<file path="src/rtl/tile_pkg.sv">
// Shared constants and FSM encoding for the 2048 board tile store.
// Used by tile_bank and tile_store_arbiter (TILE_DBUF_EN selects double buffering there).
package tile_pkg;

    localparam int N_TILES = 16;
    localparam int TILE_W  = 4;
    localparam int ADDR_W  = 4;

    // Exponent 0 marks an empty cell.
    localparam logic [TILE_W-1:0] TILE_EMPTY = '0;

    typedef enum logic [2:0] {
        ST_IDLE = 3'd0,
        ST_UPD  = 3'd1,
        ST_PEND = 3'd2,
        ST_SWAP = 3'd3,
        ST_COPY = 3'd4
    } tile_state_e;

endpackage

</file>
<file path="src/rtl/tile_bank.sv">
// 16-entry tile exponent register file: one registered read port, one write port.
// Contents and read register clear to empty on reset.
module tile_bank
    import tile_pkg::*;
(
    input  logic              clk_i,
    input  logic              rst_n_i,
    input  logic              re_i,
    input  logic [ADDR_W-1:0] raddr_i,
    output logic [TILE_W-1:0] rdata_o,
    input  logic              we_i,
    input  logic [ADDR_W-1:0] waddr_i,
    input  logic [TILE_W-1:0] wdata_i
);

    logic [N_TILES-1:0][TILE_W-1:0] mem_q;
    logic [TILE_W-1:0]              rdata_q;

    // Cell storage: single write per cycle.
    always_ff @(posedge clk_i or negedge rst_n_i) begin
        if (!rst_n_i) begin
            mem_q <= '0;
        end else if (we_i) begin
            mem_q[waddr_i] <= wdata_i;
        end
    end

    // Read register holds its value between reads.
    always_ff @(posedge clk_i or negedge rst_n_i) begin
        if (!rst_n_i) begin
            rdata_q <= TILE_EMPTY;
        end else if (re_i) begin
            rdata_q <= mem_q[raddr_i];
        end
    end

    assign rdata_o = rdata_q;

endmodule

</file>
<file path="src/rtl/tile_store_arbiter.sv">
// Board tile store shared between the VGA renderer (reads, strict priority)
// and the game logic (writes during an update window).
// Define TILE_DBUF_EN for a front/back bank pair that swaps at frame start;
// without it a single bank is written in place.
module tile_store_arbiter
    import tile_pkg::*;
(
    input  logic              dclk,
    input  logic              clr_n,
    input  logic              frame_start,
    input  logic              rd_req,
    input  logic [ADDR_W-1:0] rd_addr,
    output logic [TILE_W-1:0] rd_data,
    output logic              rd_valid,
    input  logic              upd_start,
    input  logic              upd_done,
    input  logic              wr_req,
    input  logic [ADDR_W-1:0] wr_addr,
    input  logic [TILE_W-1:0] wr_data,
    output logic              wr_ack,
    output logic              busy,
    output logic              front_sel,
    output logic              swap_pulse
);

    tile_state_e state_q;
    logic        rd_valid_q;
    logic        grant;

    // Game write only wins when the renderer leaves the slot free.
    assign grant    = (state_q == ST_UPD) && wr_req && !rd_req;
    assign wr_ack   = grant;
    assign busy     = (state_q != ST_IDLE);
    assign rd_valid = rd_valid_q;

`ifdef TILE_DBUF_EN
    logic                         front_q;
    logic                         sel_q;
    logic                         copy_wr_q;
    logic [ADDR_W-1:0]            cnt_q;
    logic [ADDR_W-1:0]            copy_addr_q;
    logic                         copy_issue;
    logic                         bank_re;
    logic [ADDR_W-1:0]            bank_raddr;
    logic [ADDR_W-1:0]            bank_waddr;
    logic [TILE_W-1:0]            bank_wdata;
    logic [1:0]                   bank_we;
    logic [1:0][TILE_W-1:0]       bank_rdata;

    // Copy borrows the shared read port only in cycles the renderer leaves idle.
    assign copy_issue = (state_q == ST_COPY) && !rd_req;
    assign bank_re    = rd_req || copy_issue;
    assign bank_raddr = copy_issue ? cnt_q : rd_addr;

    // Copy write lands one cycle after its read, using the registered read data.
    assign bank_waddr = copy_wr_q ? copy_addr_q : wr_addr;
    assign bank_wdata = copy_wr_q ? rd_data : wr_data;

    // Read data follows the bank that was front when the read was issued.
    assign rd_data    = sel_q ? bank_rdata[1] : bank_rdata[0];
    assign front_sel  = front_q;
    assign swap_pulse = (state_q == ST_SWAP);

    for (genvar k = 0; k < 2; k++) begin : g_bank
        localparam logic KB = 1'(k);
        // Writes always target the back bank (the one not shown).
        assign bank_we[k] = (grant || copy_wr_q) && (front_q != KB);

        tile_bank u_bank (
            .clk_i   (dclk),
            .rst_n_i (clr_n),
            .re_i    (bank_re),
            .raddr_i (bank_raddr),
            .rdata_o (bank_rdata[k]),
            .we_i    (bank_we[k]),
            .waddr_i (bank_waddr),
            .wdata_i (bank_wdata)
        );
    end

    // Read-side and copy pipeline registers.
    always_ff @(posedge dclk or negedge clr_n) begin
        if (!clr_n) begin
            rd_valid_q  <= 1'b0;
            sel_q       <= 1'b0;
            copy_wr_q   <= 1'b0;
            copy_addr_q <= '0;
        end else begin
            rd_valid_q  <= rd_req;
            sel_q       <= front_q;
            copy_wr_q   <= copy_issue;
            copy_addr_q <= cnt_q;
        end
    end
`else
    logic unused_frame_start;
    assign unused_frame_start = frame_start;

    tile_bank u_bank (
        .clk_i   (dclk),
        .rst_n_i (clr_n),
        .re_i    (rd_req),
        .raddr_i (rd_addr),
        .rdata_o (rd_data),
        .we_i    (grant),
        .waddr_i (wr_addr),
        .wdata_i (wr_data)
    );

    assign front_sel  = 1'b0;
    assign swap_pulse = 1'b0;

    // Read valid trails the request by one cycle.
    always_ff @(posedge dclk or negedge clr_n) begin
        if (!clr_n) begin
            rd_valid_q <= 1'b0;
        end else begin
            rd_valid_q <= rd_req;
        end
    end
`endif

    // Update / swap / copy sequencer.
    always_ff @(posedge dclk or negedge clr_n) begin
        if (!clr_n) begin
            state_q <= ST_IDLE;
`ifdef TILE_DBUF_EN
            front_q <= 1'b0;
            cnt_q   <= '0;
`endif
        end else begin
            case (state_q)
                ST_IDLE: if (upd_start) state_q <= ST_UPD;
`ifdef TILE_DBUF_EN
                ST_UPD:  if (upd_done) state_q <= ST_PEND;
                // A frame_start coinciding with upd_done is not seen here, so the swap waits a frame.
                ST_PEND: if (frame_start) state_q <= ST_SWAP;
                ST_SWAP: begin
                    front_q <= ~front_q;
                    cnt_q   <= '0;
                    state_q <= ST_COPY;
                end
                // Bring the new back bank level with the front so later partial updates stay coherent.
                ST_COPY: if (copy_issue) begin
                    cnt_q <= cnt_q + 4'd1;
                    if (cnt_q == 4'(N_TILES - 1)) state_q <= ST_IDLE;
                end
`else
                ST_UPD:  if (upd_done) state_q <= ST_IDLE;
`endif
                default: state_q <= ST_IDLE;
            endcase
        end
    end

endmodule

</file>
<file path="config.mk">
export PLATFORM = sky130hd
export DESIGN_NAME = tile_store_arbiter
export DESIGN_NICKNAME = d
export VERILOG_FILES = /design/src/rtl/tile_pkg.sv /design/src/rtl/tile_bank.sv /design/src/rtl/tile_store_arbiter.sv
export SDC_FILE = /design/constraint.sdc
export NUM_CORES = 1
export LEC_CHECK = 0
export CORE_ASPECT_RATIO = 1.5
export CORE_MARGIN = 1.5
export CORE_UTILIZATION = 50
export DETAILED_ROUTE_END_ITERATION = 6
export PLACE_DENSITY_LB_ADDON = 0.25
export SYNTH_ARGS = -nofsm -noshare
export SYNTH_HDL_FRONTEND = slang
export SYNTH_SLANG_ARGS = --single-unit
</file>
<file path="constraint.sdc">
create_clock -name dclk -period 3.51 [get_ports dclk]
set_clock_uncertainty 0.2 [all_clocks]
set_input_delay 0.702 -clock dclk [delete_from_list [all_inputs] [get_ports dclk]]
set_output_delay 0.702 -clock dclk [all_outputs]
set_load 0.05 [all_outputs]
</file>
==> reports/results.env <==
STATUS='completed'
DRC=0
AVERAGE_CELL_AREA_AFTER_SYNTHESIS_UM2=15.8
MAPPEDNETLISTAREA_UM2=3310
FINAL_LAYOUT_SIZE_SUFFIX_GT1_FRAC=0.215
HOLD_PATH_CLASS='input pin to async pin'
GRT_PASS1_VIAS=1848
CORE_FOOTPRINT_UM2=6440
DETAIL_ROUTE.WL_PER_CELL_UM=20.1
REPORT.FINAL.SETUP_VIOL=0
PLACE_CONGESTION=0.762
NFILLCELLS=534
PRE_CTS_SLACK_NS=0.511
1ST_PASS_ROUTER_ITERATIONS=4
CTS_BUFFER_DEPTH=2
YS_ASYNC_SR_FRACTION=1.00
AREA_DELTA_SYNTH_FINAL_PCT=13.5
TOTALWIRELENGTH_UM=6380
CRITPATHMAXSTAGEDELAY_NS=0.52
CTS-RESIZED-GATES=0
POSTPLACECELLAREA_UM2=3600
ANTENNA_CELLS=0
STATIC-LEAKAGE-POWER_nW=1.81
FINALSETUPTNS_NS=0
CLOCK_SINKS=70
R2R-END='u_bank.mem_q[58]$_DFFE_PN0P_'
MAX_SLEW.WORST_PIN.SLEW_NS=0.583
POST-PLACE-CELLS=304
CRITICAL_PATH.CELL_CHAIN='clkdlybuf4s50_1 > nand3b_1 > inv_2 > buf_4'
TOTAL_NUMBER_OF_NETS_IN_THE_FINAL_DESIGN=258
CLOCKROOTBUFFER='sky130_fd_sc_hd__clkbuf_8'
FINALNONFILLERCELLS=318
CTS_TREE='built'
SYNTH_WARNINGS=0
PERIOD_SHARE=0.778
FINALHOLDWORSTSLACK_NS=0.0762
CTSHOLDBUFFERS=0
ROUTE.VIAS.TOTAL=1810
ROW_COUNT=36
DRV_CAP=0
DIE_Y_UM=103
CRIT_SLOWEST_CELL='sky130_fd_sc_hd__clkdlybuf4s50_1'
DIE_AREA_UM2=7130
CPLARGESTDELAYFAMILY='buffers and inverters'
SEQCELLAREA_UM2=1750
GRT_OVERFLOW_TOTAL=0
CTS_POST_SETUP_BUFFERS_INSERTED=0
GROUTE.USAGE.OVERALL=0.199
CLOCK_INSERTION_DELAY_WORST_SKEW_NS=0.35
I_O_PIN_TOTAL=28
CTS_MADE_BUFFERS=9
TIMING.SETUP.CRITICAL_PATH_CLASS='input pin to primary output'
INITIAL_UTILIZATION=0.514
PWR_DENS_nW_PER_UM2=509
CRITICAL_PATH.STARTPOINT_TYPE='input pin'
FIRST_PASS_GRT_WIRE_LENGTH_UM=10200
DP_HPWL_UM=4600
GRT_START_MAX_NET_PINS=32
VIOLATION_COUNT_AFTER_THE_FIRST_DETAILED_ROUTE_ITERATION=83
RSZ0062_AT_GRT='false'
HTREE_LEVELS=3
WORST_R2R_STARTPOINT='state_q[0]$_DFFE_PN0P_'
TIMING.REG2REG.WORST_PATH_DEPTH=5
SYNTHESIS.INSTANCES=210
CTS.REPORTEDPATHS.CLKPINSLEW_NS=0.07
CRITPATHBUFINV=3
SLEW_VIOLATIONS=0
SETUP.REG_TO_REG.WORST_SLACK_NS=1.49
POST_DRT_VIA_CELL_RATIO=5.69
YS_FF_LATCH=70
MAX_FREQ_MHz=366
MAXSLEWHEADROOM=0.610
DIE_W_UM=69.4
CP_MAX_FO=6
SYNTH.YOSYS.SEQ_AREA_SHARE=0.529
YOSYS.CELL_TYPES.COUNT=27
LAYOUT_MIN_CYCLE_TIME_NS=2.73
FINAL_DESIGN_AREA_NO_FILL_UM2=3760
POWER.IR.VDD_WORST_uV=215
INITIAL_ANTENNA_VIOLATION_COUNT=0
AREA_OF_COMBINATIONAL_CELLS_WITH_MULTIPLE_INPUTS_UM2=1470
POSTROUTEANTENNANETS=0
NUMBER_OF_BUFFERS_ADDED_ON_PORTS=24
CP_CAPTURE_TYPE='primary output'
FINAL-HOLD-VIOLATION-COUNT=0
CRIT_ARRIVAL_NS=1.83
SYNTH_EDF_COUNT=0
WORST_EP_REQUIRED_TIME_NS=2.61
LAYOUT_SETUP_WS_NS=0.779
SYNTH_FLOP_CELL='sky130_fd_sc_hd__dfrtp_1'
-- metal layers --
layer,track usage,wire [um]
met1,0.239,2670
met2,0.344,3350
met3,0.0508,236
met4,0.0814,114
met5,0,0
-- state kept, by name (all words and copies together), names as in the netlist --
| register | cells |
|---|---|
| u_bank.rdata_o | 4 |
| state_q | 1 |
| rd_valid | 1 |
| u_bank.mem_q | 64 |
-- cell usage after synthesis (2+ instances only) --
cell	n	share of area
sky130_fd_sc_hd__mux2i_1	12	0.036
sky130_fd_sc_hd__nor2b_1	2	0.0038
sky130_fd_sc_hd__nor2_1	5	0.0057
sky130_fd_sc_hd__mux4_2	4	0.027
sky130_fd_sc_hd__buf_4	2	0.0045
sky130_fd_sc_hd__nor2_2	3	0.0057
sky130_fd_sc_hd__nand2_1	7	0.0079
sky130_fd_sc_hd__nand3_1	2	0.0030
sky130_fd_sc_hd__nand2b_1	2	0.0038
sky130_fd_sc_hd__mux4_1	12	0.095
sky130_fd_sc_hd__buf_6	2	0.0068
sky130_fd_sc_hd__nand3b_1	2	0.0045
sky130_fd_sc_hd__clkbuf_1	6	0.0068
sky130_fd_sc_hd__mux2_1	48	0.16
sky130_fd_sc_hd__mux2_2	20	0.068
sky130_fd_sc_hd__dfrtp_1	70	0.53
-- worst max-delay path by stage --
stage | start | cells after the start | end | slack, ns
floorplan | rd_req | 5 | u_bank.mem_q[56]$_DFFE_PN0P_ | 1.24
global placement | rd_addr[1] | 6 | u_bank.rdata_o[1]$_DFFE_PN0P_ | 0.52
detailed placement | rd_addr[1] | 6 | u_bank.rdata_o[1]$_DFFE_PN0P_ | 0.51
CTS | rd_req | 4 | wr_ack | 0.79
global route | rd_req | 4 | wr_ack | 0.71
finish | rd_req | 4 | wr_ack | 0.78
-- cells by family after synthesis --
group | count (synthesis) | share of synthesized area
other cells | 1 | 0.00113
simple gates | 28 | 0.0514
compound gates | 1 | 0.00151
flops | 70 | 0.529
mux | 96 | 0.390
buf+inv | 14 | 0.0268
-- per-stage QoR --
step                       util  power, mW
final                     0.583       1.91
after global routing      0.583       2.01
after CTS                 0.583       1.94
after detailed placement  0.559       1.40
after global placement    0.559       1.38
after floorplan               -       1.26
-- power breakdown --
group / switching, mW / internal [mW] / total, mW
Clock: 0.273 / 0.266 / 0.539
Combinational: 0.174 / 0.192 / 0.367
Sequential: 0.0625 / 0.943 / 1.01
-- cell usage in the layout, fill, tap and decap left out, types with 3 or more instances in the layout --
cell type                          n
sky130_fd_sc_hd__buf_4             7
sky130_fd_sc_hd__clkbuf_8         10
sky130_fd_sc_hd__clkdlybuf4s50_1  22
sky130_fd_sc_hd__dfrtp_1          70
sky130_fd_sc_hd__mux2_1           48
sky130_fd_sc_hd__mux2_2           20
sky130_fd_sc_hd__mux2i_1          12
sky130_fd_sc_hd__mux4_1           12
sky130_fd_sc_hd__mux4_2            4
sky130_fd_sc_hd__nand2_1           7
sky130_fd_sc_hd__nor2_1            5
sky130_fd_sc_hd__nor2_2            3
-- area by class of cell --
cell class                 count  share of cell area
inverter                       1            0.000999
tap                           76              0.0253
clock inverter                 2             0.00266
timing repair buffer          30              0.0739
multi-input combinational    127               0.392
sequential                    70               0.466
clock buffer                  12              0.0386
Note: power is estimated with default switching activity, not from simulation.
